$ cat config.mk
export PLATFORM = sky130hd
export DESIGN_NAME = bp_resolve_unit_flat
export DESIGN_NICKNAME = d
export VERILOG_FILES = /design/src/rtl/bp_resolve_unit_if.sv /design/src/rtl/bp_resolve_unit.sv /design/src/flat_wrapper.sv
export SDC_FILE = /design/constraint.sdc
export NUM_CORES = 1
export LEC_CHECK = 0
export ABC_AREA = 1
export CAP_MARGIN = 20
export CORE_MARGIN = 2
export CORE_UTILIZATION = 44
export CTS_BUF_LIST = sky130_fd_sc_hd__clkbuf_8
export CTS_CLUSTER_DIAMETER = 150
export DETAILED_ROUTE_END_ITERATION = 10
export PLACE_DENSITY = 0.65
export SLEW_MARGIN = 20
export SYNTH_ARGS = -nofsm -noshare
export SYNTH_HDL_FRONTEND = slang
export SYNTH_SLANG_ARGS = --single-unit
$ cat constraint.sdc
create_clock -name clk_i -period 5.07 [get_ports clk_i]
set_input_delay 1.521 -clock clk_i [delete_from_list [all_inputs] [get_ports clk_i]]
set_output_delay 1.521 -clock clk_i [all_outputs]
set_load 0.02 [all_outputs]
$ cat src/rtl/bp_resolve_unit_if.sv
// ============================================================================
// Module      : bp_resolve_unit_if
// Description : Push / resolve / update bundle of the branch-resolve unit.
// Revision    : 1.0 - initial release
// ============================================================================
`default_nettype none

interface bp_resolve_unit_if #(
    parameter int XLEN  = 32,
    parameter int DEPTH = 4,
    parameter int GHR_W = 8
);
    localparam int CNT_W = $clog2(DEPTH) + 1;

    logic             push_valid_i;
    logic             push_ready_o;
    logic [XLEN-1:0]  push_pc_i;
    logic [XLEN-1:0]  push_target_i;
    logic             push_taken_i;
    logic             push_comp_i;
    logic [GHR_W-1:0] push_ghr_i;

    logic             res_valid_i;
    logic             res_taken_i;
    logic [XLEN-1:0]  res_target_i;
    logic             flush_i;

    logic             upd_valid_o;
    logic [XLEN-1:0]  upd_pc_o;
    logic             upd_taken_o;
    logic [GHR_W-1:0] upd_ghr_o;
    logic             mispred_o;
    logic [XLEN-1:0]  redirect_pc_o;
    logic [CNT_W-1:0] count_o;
    logic             res_err_o;

    // Unit side: consumes fetch/execute requests, produces training/redirect.
    modport slave (
        input  push_valid_i, push_pc_i, push_target_i, push_taken_i,
               push_comp_i, push_ghr_i, res_valid_i, res_taken_i,
               res_target_i, flush_i,
        output push_ready_o, upd_valid_o, upd_pc_o, upd_taken_o, upd_ghr_o,
               mispred_o, redirect_pc_o, count_o, res_err_o
    );

    modport master (
        output push_valid_i, push_pc_i, push_target_i, push_taken_i,
               push_comp_i, push_ghr_i, res_valid_i, res_taken_i,
               res_target_i, flush_i,
        input  push_ready_o, upd_valid_o, upd_pc_o, upd_taken_o, upd_ghr_o,
               mispred_o, redirect_pc_o, count_o, res_err_o
    );
endinterface

`default_nettype wire

$ cat src/rtl/bp_resolve_unit.sv
// ============================================================================
// Module      : bp_resolve_unit
// Description : In-order queue of in-flight branch predictions; resolves the
//               oldest, emits predictor training and mispredict redirects.
// Revision    : 1.0 - initial release
// ============================================================================
`default_nettype none

module bp_resolve_unit #(
    parameter int XLEN  = 32,
    parameter int DEPTH = 4,
    parameter int GHR_W = 8
) (
    input  wire logic             clk_i,
    input  wire logic             rst_ni,
    bp_resolve_unit_if.slave      bus
);
    localparam int PTR_W = $clog2(DEPTH);
    localparam int CNT_W = PTR_W + 1;
    localparam logic [CNT_W-1:0] C_FULL = CNT_W'(DEPTH);

    // Entry storage, indexed by the wrapping read/write pointers.
    logic [XLEN-1:0]  r_pc_mem     [DEPTH];
    logic [XLEN-1:0]  r_target_mem [DEPTH];
    logic             r_taken_mem  [DEPTH];
    logic             r_comp_mem   [DEPTH];
    logic [GHR_W-1:0] r_ghr_mem    [DEPTH];

    logic [PTR_W-1:0] r_wr_ptr;
    logic [PTR_W-1:0] r_rd_ptr;
    logic [CNT_W-1:0] r_count;

    logic             r_upd_valid;
    logic [XLEN-1:0]  r_upd_pc;
    logic             r_upd_taken;
    logic [GHR_W-1:0] r_upd_ghr;
    logic             r_mispred;
    logic [XLEN-1:0]  r_redirect_pc;
    logic             r_res_err;

    logic             w_full;
    logic             w_empty;
    logic             w_push_acc;
    logic             w_res_acc;
    logic             w_res_err;
    logic             w_mispred;
    logic             w_store;
    logic [XLEN-1:0]  w_head_pc;
    logic [XLEN-1:0]  w_head_target;
    logic             w_head_taken;
    logic             w_head_comp;
    logic [GHR_W-1:0] w_head_ghr;
    logic [XLEN-1:0]  w_seq_pc;
    logic [XLEN-1:0]  w_redirect;
    logic [GHR_W-1:0] w_ghr_next;

    // Readiness depends on registered occupancy only: a same-cycle pop never
    // frees a slot for a push.
    assign w_full     = (r_count == C_FULL);
    assign w_empty    = (r_count == '0);
    assign w_push_acc = bus.push_valid_i && !w_full && !bus.flush_i;
    assign w_res_acc  = bus.res_valid_i && !w_empty && !bus.flush_i;
    assign w_res_err  = bus.res_valid_i && w_empty && !bus.flush_i;

    assign w_head_pc     = r_pc_mem[r_rd_ptr];
    assign w_head_target = r_target_mem[r_rd_ptr];
    assign w_head_taken  = r_taken_mem[r_rd_ptr];
    assign w_head_comp   = r_comp_mem[r_rd_ptr];
    assign w_head_ghr    = r_ghr_mem[r_rd_ptr];

    assign w_mispred = (bus.res_taken_i != w_head_taken) ||
                       (bus.res_taken_i && w_head_taken &&
                        (bus.res_target_i != w_head_target));

    assign w_seq_pc   = w_head_pc + (w_head_comp ? XLEN'(2) : XLEN'(4));
    assign w_redirect = bus.res_taken_i ? bus.res_target_i : w_seq_pc;
    // History shifts left; the oldest bit falls off, the outcome enters at LSB.
    assign w_ghr_next = (w_head_ghr << 1) | GHR_W'(bus.res_taken_i);

    // A push racing a mispredict belongs to the squashed path.
    assign w_store = w_push_acc && !(w_res_acc && w_mispred);

    always_ff @(posedge clk_i) begin
        if (w_store) begin
            r_pc_mem[r_wr_ptr]     <= bus.push_pc_i;
            r_target_mem[r_wr_ptr] <= bus.push_target_i;
            r_taken_mem[r_wr_ptr]  <= bus.push_taken_i;
            r_comp_mem[r_wr_ptr]   <= bus.push_comp_i;
            r_ghr_mem[r_wr_ptr]    <= bus.push_ghr_i;
        end
    end

    always_ff @(posedge clk_i or negedge rst_ni) begin
        if (!rst_ni) begin
            r_wr_ptr <= '0;
            r_rd_ptr <= '0;
            r_count  <= '0;
        end else if (bus.flush_i || (w_res_acc && w_mispred)) begin
            r_wr_ptr <= '0;
            r_rd_ptr <= '0;
            r_count  <= '0;
        end else begin
            if (w_store) begin
                r_wr_ptr <= r_wr_ptr + PTR_W'(1);
            end
            if (w_res_acc) begin
                r_rd_ptr <= r_rd_ptr + PTR_W'(1);
            end
            case ({w_store, w_res_acc})
                2'b10:   r_count <= r_count + CNT_W'(1);
                2'b01:   r_count <= r_count - CNT_W'(1);
                default: r_count <= r_count;
            endcase
        end
    end

    always_ff @(posedge clk_i or negedge rst_ni) begin
        if (!rst_ni) begin
            r_upd_valid   <= 1'b0;
            r_upd_pc      <= '0;
            r_upd_taken   <= 1'b0;
            r_upd_ghr     <= '0;
            r_mispred     <= 1'b0;
            r_redirect_pc <= '0;
            r_res_err     <= 1'b0;
        end else begin
            r_upd_valid <= w_res_acc;
            r_mispred   <= w_res_acc && w_mispred;
            if (w_res_acc) begin
                r_upd_pc      <= w_head_pc;
                r_upd_taken   <= bus.res_taken_i;
                r_upd_ghr     <= w_ghr_next;
                r_redirect_pc <= w_redirect;
            end
            if (w_res_err) begin
                r_res_err <= 1'b1;
            end
        end
    end

    assign bus.push_ready_o  = !w_full;
    assign bus.upd_valid_o   = r_upd_valid;
    assign bus.upd_pc_o      = r_upd_pc;
    assign bus.upd_taken_o   = r_upd_taken;
    assign bus.upd_ghr_o     = r_upd_ghr;
    assign bus.mispred_o     = r_mispred;
    assign bus.redirect_pc_o = r_redirect_pc;
    assign bus.count_o       = r_count;
    assign bus.res_err_o     = r_res_err;

endmodule

`default_nettype wire

$ cat src/flat_wrapper.sv
// flat-port wrapper written by rule: the top's interface ports become plain ports
module bp_resolve_unit_flat 
#(
    parameter int XLEN  = 32,
    parameter int DEPTH = 4,
    parameter int GHR_W = 8
)
  (clk_i, rst_ni, bus_push_valid_i, bus_push_pc_i, bus_push_target_i, bus_push_taken_i, bus_push_comp_i, bus_push_ghr_i, bus_res_valid_i, bus_res_taken_i, bus_res_target_i, bus_flush_i, bus_push_ready_o, bus_upd_valid_o, bus_upd_pc_o, bus_upd_taken_o, bus_upd_ghr_o, bus_mispred_o, bus_redirect_pc_o, bus_count_o, bus_res_err_o);
  bp_resolve_unit_if #(.XLEN(XLEN), .DEPTH(DEPTH), .GHR_W(GHR_W)) bus_i ();
  input  wire logic clk_i;
  input  wire logic rst_ni;
  input wire logic [$bits(bus_i.push_valid_i)-1:0] bus_push_valid_i;
  input wire logic [$bits(bus_i.push_pc_i)-1:0] bus_push_pc_i;
  input wire logic [$bits(bus_i.push_target_i)-1:0] bus_push_target_i;
  input wire logic [$bits(bus_i.push_taken_i)-1:0] bus_push_taken_i;
  input wire logic [$bits(bus_i.push_comp_i)-1:0] bus_push_comp_i;
  input wire logic [$bits(bus_i.push_ghr_i)-1:0] bus_push_ghr_i;
  input wire logic [$bits(bus_i.res_valid_i)-1:0] bus_res_valid_i;
  input wire logic [$bits(bus_i.res_taken_i)-1:0] bus_res_taken_i;
  input wire logic [$bits(bus_i.res_target_i)-1:0] bus_res_target_i;
  input wire logic [$bits(bus_i.flush_i)-1:0] bus_flush_i;
  output wire logic [$bits(bus_i.push_ready_o)-1:0] bus_push_ready_o;
  output wire logic [$bits(bus_i.upd_valid_o)-1:0] bus_upd_valid_o;
  output wire logic [$bits(bus_i.upd_pc_o)-1:0] bus_upd_pc_o;
  output wire logic [$bits(bus_i.upd_taken_o)-1:0] bus_upd_taken_o;
  output wire logic [$bits(bus_i.upd_ghr_o)-1:0] bus_upd_ghr_o;
  output wire logic [$bits(bus_i.mispred_o)-1:0] bus_mispred_o;
  output wire logic [$bits(bus_i.redirect_pc_o)-1:0] bus_redirect_pc_o;
  output wire logic [$bits(bus_i.count_o)-1:0] bus_count_o;
  output wire logic [$bits(bus_i.res_err_o)-1:0] bus_res_err_o;
  assign bus_i.push_valid_i = bus_push_valid_i;
  assign bus_i.push_pc_i = bus_push_pc_i;
  assign bus_i.push_target_i = bus_push_target_i;
  assign bus_i.push_taken_i = bus_push_taken_i;
  assign bus_i.push_comp_i = bus_push_comp_i;
  assign bus_i.push_ghr_i = bus_push_ghr_i;
  assign bus_i.res_valid_i = bus_res_valid_i;
  assign bus_i.res_taken_i = bus_res_taken_i;
  assign bus_i.res_target_i = bus_res_target_i;
  assign bus_i.flush_i = bus_flush_i;
  assign bus_push_ready_o = bus_i.push_ready_o;
  assign bus_upd_valid_o = bus_i.upd_valid_o;
  assign bus_upd_pc_o = bus_i.upd_pc_o;
  assign bus_upd_taken_o = bus_i.upd_taken_o;
  assign bus_upd_ghr_o = bus_i.upd_ghr_o;
  assign bus_mispred_o = bus_i.mispred_o;
  assign bus_redirect_pc_o = bus_i.redirect_pc_o;
  assign bus_count_o = bus_i.count_o;
  assign bus_res_err_o = bus_i.res_err_o;
  bp_resolve_unit #(.XLEN(XLEN), .DEPTH(DEPTH), .GHR_W(GHR_W)) u_core (.clk_i(clk_i), .rst_ni(rst_ni), .bus(bus_i));
endmodule
Yosys cells after proc, flatten, opt, wreduce, memory -nomap -nowiden
Memory sizes are Yosys's and may differ from the RTL's.
Index checks and enable logic that the tools add are counted.
{ "totals": {"mem_bits_rw": 296, "n_memories": 5, "output_inout_bits": 80, "ff_bits": 83, "elab_cells": 56, "in_bits": 112} }
{ "memory_table": {"columns": ["name", "words", "width", "read_ports", "rd_ports_with_merged_regs", "wr", "line_no", "rtl"], "rows": [
  ["u_core.r_pc_mem", 4, 32, 1, 0, 1, "bp_resolve_unit.sv:23", "logic [XLEN-1:0] r_pc_mem [DEPTH];"],
  ["u_core.r_target_mem", 4, 32, 1, 0, 1, "bp_resolve_unit.sv:24", "logic [XLEN-1:0] r_target_mem [DEPTH];"],
  ["u_core.r_ghr_mem", 4, 8, 1, 0, 1, "bp_resolve_unit.sv:27", "logic [GHR_W-1:0] r_ghr_mem [DEPTH];"],
  ["u_core.r_comp_mem", 4, 1, 1, 0, 1, "bp_resolve_unit.sv:26", "logic r_comp_mem [DEPTH];"],
  ["u_core.r_taken_mem", 4, 1, 1, 0, 1, "bp_resolve_unit.sv:25", "logic r_taken_mem [DEPTH];"]
]} }
{ "classes": {"addsub": 5, "n_eq_ne": 5, "n_mux": 10, "n_reduce_logical": 20, "bitwise": 1} }
{ "op_table": {"columns": ["cell", "count"], "rows": [
  ["adder 32 bit", 1],
  ["2-to-1 mux 32 bit", 1],
  ["inequality test 32 bit", 1],
  ["logical AND 1 bit", 10],
  ["2-to-1 mux 2 bit", 4],
  ["OR 8 x 1 -> 8 bit", 1],
  ["2-to-1 mux 3 bit", 2],
  ["case mux 3 bit (2 select lines)", 1],
  ["adder 2 x 1 -> 2 bit (second input constant)", 2],
  ["zero test 1 bit", 4],
  ["nonzero test 2 bit", 2],
  ["adder 3 x 1 -> 3 bit (second input constant)", 1],
  ["== test 3 bit (second input constant)", 1],
  ["zero test 3 bit", 1],
  ["nonzero test 3 bit", 1],
  ["subtractor 3 x 1 -> 3 bit (second input constant)", 1],
  ["== test 2 x 1 -> 1 bit (second input constant)", 1],
  ["== test 2 bit (second input constant)", 1],
  ["logical OR 1 bit", 2],
  ["2-to-1 mux 1 bit", 2],
  ["inequality test 1 bit", 1]
]} }

Logic depth before layout (Yosys ltp)
{ "depth": {"ltp_word": 10, "ltp_mapped": 25, "mapped_depth_nobuf": 23} }

Worst setup path before layout
Ideal clock, no wire load.
{ "synth_timing": {"path_type": "input -> register", "startpoint": "input port bus_res_target_i[15]", "endpoint": "memory u_core.r_comp_mem[0], enable pin", "n_path_buf": 0, "arrival_time_ns": 4.173, "setup_slack_ns": 0.451, "cell_stages": 14, "path_cell_list": "inv_1 -> nand3_1 -> nand2_1 -> inv_1 -> nand2_1 -> nor2_1 -> nand2_1 -> nor2_1 -> nand2_1 -> nand2_1 -> nand2_2 -> nand2_4 -> nand2_4 -> nor2_2"} }
{ "synth_via": {"elab_chain_len": 8} }
{ "synth_rtl": {"columns": ["element", "line_no", "rtl"], "rows": [
  ["from (decl)", "flat_wrapper.sv:20", "input wire logic [$bits(bus_i.res_target_i)-1:0] bus_res_target_i;"],
  ["inequality test 32 bit", "bp_resolve_unit.sv:73", "(bus.res_target_i != w_head_target));"],
  ["logical AND 1 bit", "bp_resolve_unit.sv:72", "(bus.res_taken_i && w_head_taken &&"],
  ["logical OR 1 bit", "bp_resolve_unit.sv:71", "assign w_mispred = (bus.res_taken_i != w_head_taken) ||"],
  ["logical AND 1 bit", "bp_resolve_unit.sv:81", "assign w_store = w_push_acc && !(w_res_acc && w_mispred);"],
  ["zero test 1 bit", "bp_resolve_unit.sv:81", null],
  ["logical AND 1 bit", "bp_resolve_unit.sv:81", null],
  ["2-to-1 mux 1 bit", "bp_resolve_unit.sv:84", "if (w_store) begin"],
  ["2-to-1 mux 1 bit (implied by the code)", "bp_resolve_unit.sv:88", "r_comp_mem[r_wr_ptr] <= bus.push_comp_i;"],
  ["to (decl)", "bp_resolve_unit.sv:26", null]
]} }
No other way between the ends.

Final worst setup path
{ "layout_timing": {"startpoint": "register u_core.r_rd_ptr[0]", "endpoint": "register u_core.r_count[1] (netlist: u_core.bus.count_o[1])"} }
{ "layout_via": {"elab_chain_len": 10} }
{ "layout_rtl": {"columns": ["element", "line_no", "rtl"], "rows": [
  ["from (decl)", "bp_resolve_unit.sv:30", "logic [PTR_W-1:0] r_rd_ptr;"],
  ["from (signal assigned)", "bp_resolve_unit.sv:107", "r_rd_ptr <= r_rd_ptr + PTR_W'(1);"],
  ["memory read (4 x 32 bit) or memory read (4 x 1 bit) (tied branches)", null, null],
  ["inequality test 32 bit or logical AND 1 bit (tied branches)", "bp_resolve_unit.sv:73, bp_resolve_unit.sv:72", null],
  ["logical AND 1 bit", "bp_resolve_unit.sv:72", null],
  ["logical OR 1 bit *", "bp_resolve_unit.sv:71", null],
  ["logical AND 1 bit *", "bp_resolve_unit.sv:81, bp_resolve_unit.sv:98", null],
  ["zero test 1 bit", "bp_resolve_unit.sv:81", null],
  ["logical AND 1 bit", "bp_resolve_unit.sv:81", null],
  ["== test 2 x 1 -> 1 bit or == test 2 bit (tied branches)", "bp_resolve_unit.sv:109", "case ({w_store, w_res_acc})"],
  ["case mux 3 bit (2 select lines)", "bp_resolve_unit.sv:109", null],
  ["2-to-1 mux 3 bit", "bp_resolve_unit.sv:98", "end else if (bus.flush_i || (w_res_acc && w_mispred)) begin"],
  ["to (signal assigned)", "bp_resolve_unit.sv:110", "2'b10: r_count <= r_count + CNT_W'(1);"],
  ["to (signal assigned)", "bp_resolve_unit.sv:111", "2'b01: r_count <= r_count - CNT_W'(1);"],
  ["to (signal assigned)", "bp_resolve_unit.sv:112", "default: r_count <= r_count;"],
  ["to (decl)", "bp_resolve_unit.sv:31", "logic [CNT_W-1:0] r_count;"]
]} }
Every way passes the cells marked *; elsewhere a longest branch is shown, timed or not.
A chain may end at the register's enable or synchronous reset.

==> metrics.cfg <==
[power]
ir_drop_v = 0.000283
p_leak_nw = 7.81
p_per_area_nw_per_um2 = 513

[yosys]
async_flop_share_pct = 21.9
syn_nets = 1645
netlist_area_um2 = 16300
synth.distinct_cells = 45
ys_seq_area_share_pct = 66.5
syn_inst = 1523
muxShareOfSynthArea_pct = 0
synth_flop_cell = edfxtp_1
synthSimpleGateAreaFrac_pct = 23.0
synth_top_family_by_area = simple AND/OR/NAND/NOR gates
ys_ff_latch = 374
synthAdderAreaFrac_pct = 0.862
yosys_warnings = 0
synth_compound_area_share_pct = 4.52
avgSynthCellArea_um2 = 10.7
synth-xor-area-share_pct = 0.485
synth_edf_count = 292

[clock_tree]
post-cts-setup-buffer-count = 0
clkLatencyLatePin_ps = 650
cts_tree = done
cts_sinks = 374
htree_levels = 2
numCtsBuffers = 60
cts_resized = 0
cts-root-buf = clkbuf_8
hold_buffers = 0
cts_buffer_depth = 3
clk_pin_slew_worst_paths_ps = 60

[outcome]
status = finished, final reports clean

[timing]
fin_crit_ps = 4110
finalCritPeriodShare_pct = 81.0
clock.fmax_mhz = 243
setup_tns_ps = 0
relSlewSlack_pct = 49.2
rsz0062_at_grt = false
maxSlewViolCount = 0
hold_viol = 0
setup_viol_count_final = 0
tightest_slew_ps = 762
fin_skew_ps = 42.9

[cells_and_area]
fin_nets = 1857
drive_gt1_share_pct = 10.7
final_common_cell = nand2_1
layout_common_cells = nand2_1 (519), edfxtp_1 (292), clkdlybuf4s50_1 (189)
final_area_um2 = 19800
area_delta_synth_final_pct = 22.0

[die]
die-area_um2 = 38500
die_width_um = 196
start_util_pct = 44.5
num_rows = 70
die_h_um = 196
fp.coreArea_um2 = 36500
io_pins = 192

[grt]
grt_overflow = 0
grt_pass1_wl_um = 66300
grt.total_usage_pct = 23.1
grt_pass1_vias = 11300
antenna_found_initial = 2
grt_max_degree = 107

[worst_hold_path]
worstHoldPathType = register to register

[setup_path]
worst_ep_arrival_time_ps = 4670
end_kind = register
start_kind = register
path_class = register to register
crit_fanout = 64
critical_path_required_ps = 5630

[routing]
first_iter_violations = 801
vias = 11700
drcViolationCount = 0
drt-wirelength-per-cell_um = 19.5
viasPerCell = 5.21
dr.pass1.iters = 7
antenna_left = 0
drt_wl_total_um = 43900

[place]
place_area_um2 = 18600
hpwl_um = 29100
portBuffers = 190
gp_congestion = 0.919

[run]
cap_viol_max_count = 0

-- final cells by class --
cell class | instances | area [µm²]
multi-input combinational | 998 | 4710
inverter | 85 | 324
sequential | 374 | 10800
clock buffer | 67 | 922
clock inverter | 44 | 277
fill | 3157 | 16700
antenna | 2 | 5.00
timing repair buffer | 216 | 2190
tap | 468 | 586
-- worst paths after layout --
check / cells past startpoint / end / slack [ps] / from
worst max-delay path: 21 / u_core.bus.count_o[1] / 960 / u_core.r_rd_ptr[0]
worst min-delay path: 2 / u_core.bus.upd_ghr_o[1] / 470 / u_core.bus.upd_ghr_o[1]
worst max register to register: 21 / u_core.bus.count_o[1] / 960 / u_core.r_rd_ptr[0]
worst min register to register: 2 / u_core.bus.upd_ghr_o[1] / 470 / u_core.bus.upd_ghr_o[1]
max in group asynchronous: 2 / u_core.bus.upd_pc_o[4] / 3160 / rst_ni
min in group asynchronous: 1 / u_core.bus.upd_ghr_o[1] / 960 / rst_ni
-- power breakdown --
part | internal [W] | switching [W]
registers | 0.00368 | 0.000303
logic | 0.00131 | 0.00232
clock network | 0.00137 | 0.00120
-- sequential cells by signal, indices dropped and copies added, names as in the netlist, 3 cells and up --
name / count
u_core.bus.count_o: 3
u_core.r_taken_mem: 4
u_core.r_target_mem: 128
u_core.bus.redirect_pc_o: 32
u_core.bus.upd_pc_o: 32
u_core.r_comp_mem: 4
u_core.r_ghr_mem: 28
u_core.r_pc_mem: 128
u_core.bus.upd_ghr_o: 8
-- cells by family after synthesis --
family                   after synthesis
adder cells (fa/ha/maj)               10
AND/OR/NAND/NOR                      853
XOR/XNOR                               9
buffers and inverters                151
flip-flops                           374
AO/OA/AOI/OAI                        126
-- routing by layer --
layer	wire (µm)	vias to the layer above	global-route usage (%)
met3	3270	79	4.40
met4	1410	0	9.60
met2	20600	426	37.1
met1	18600	5609	30.9
li1	-	5629	-
met5	0	-	0
-- critical path, cell delays in order, from the launching register on --
cell and delay [ps]:
dfrtp_4 680, inv_4 610, buf_4 420, nand2_1 90, nand3_1 100, nand2_1 80
nand2_1 70, nand4_1 130, nor2_1 110, nand2_1 90, nor2_1 140, nand2_1 130
nand2_1 110, nand2_2 70, nand2_4 90, nand2_4 110, ha_1 190, inv_1 90
fa_1 420, nor2_1 120, a21oi_1 60, nor2_2 100
-- cell usage after synthesis, types with 9 or more instances --
library cell	count	area [µm²]
o211ai_1	12	90.1
inv_1	74	278
nand2_1	519	1950
nor2_1	69	259
o21ai_0	61	305
buf_4	13	97.6
nand2_2	17	106
nand4_1	13	81.3
clkbuf_1	24	90.1
edfxtp_1	292	8770
nand3_1	180	901
o22ai_1	13	81.3
buf_6	17	191
buf_2	10	50.1
inv_2	9	33.8
dfrtp_1	82	2050
a21oi_1	19	95.1
nor2_2	21	131
-- stage by stage --
stage	total power (W)	hold slack, ps	setup slack, ps	util (%)	std cells
floorplan	0.00630	583	451	-	1523
global placement	0.00761	458	617	51.0	2141
detailed placement	0.00766	457	601	51.0	2141
CTS	0.0102	473	892	54.3	2252
global route	0.0108	503	541	54.3	2253
finish	0.0102	473	961	54.3	2254
(Power assumes the default switching activity.)
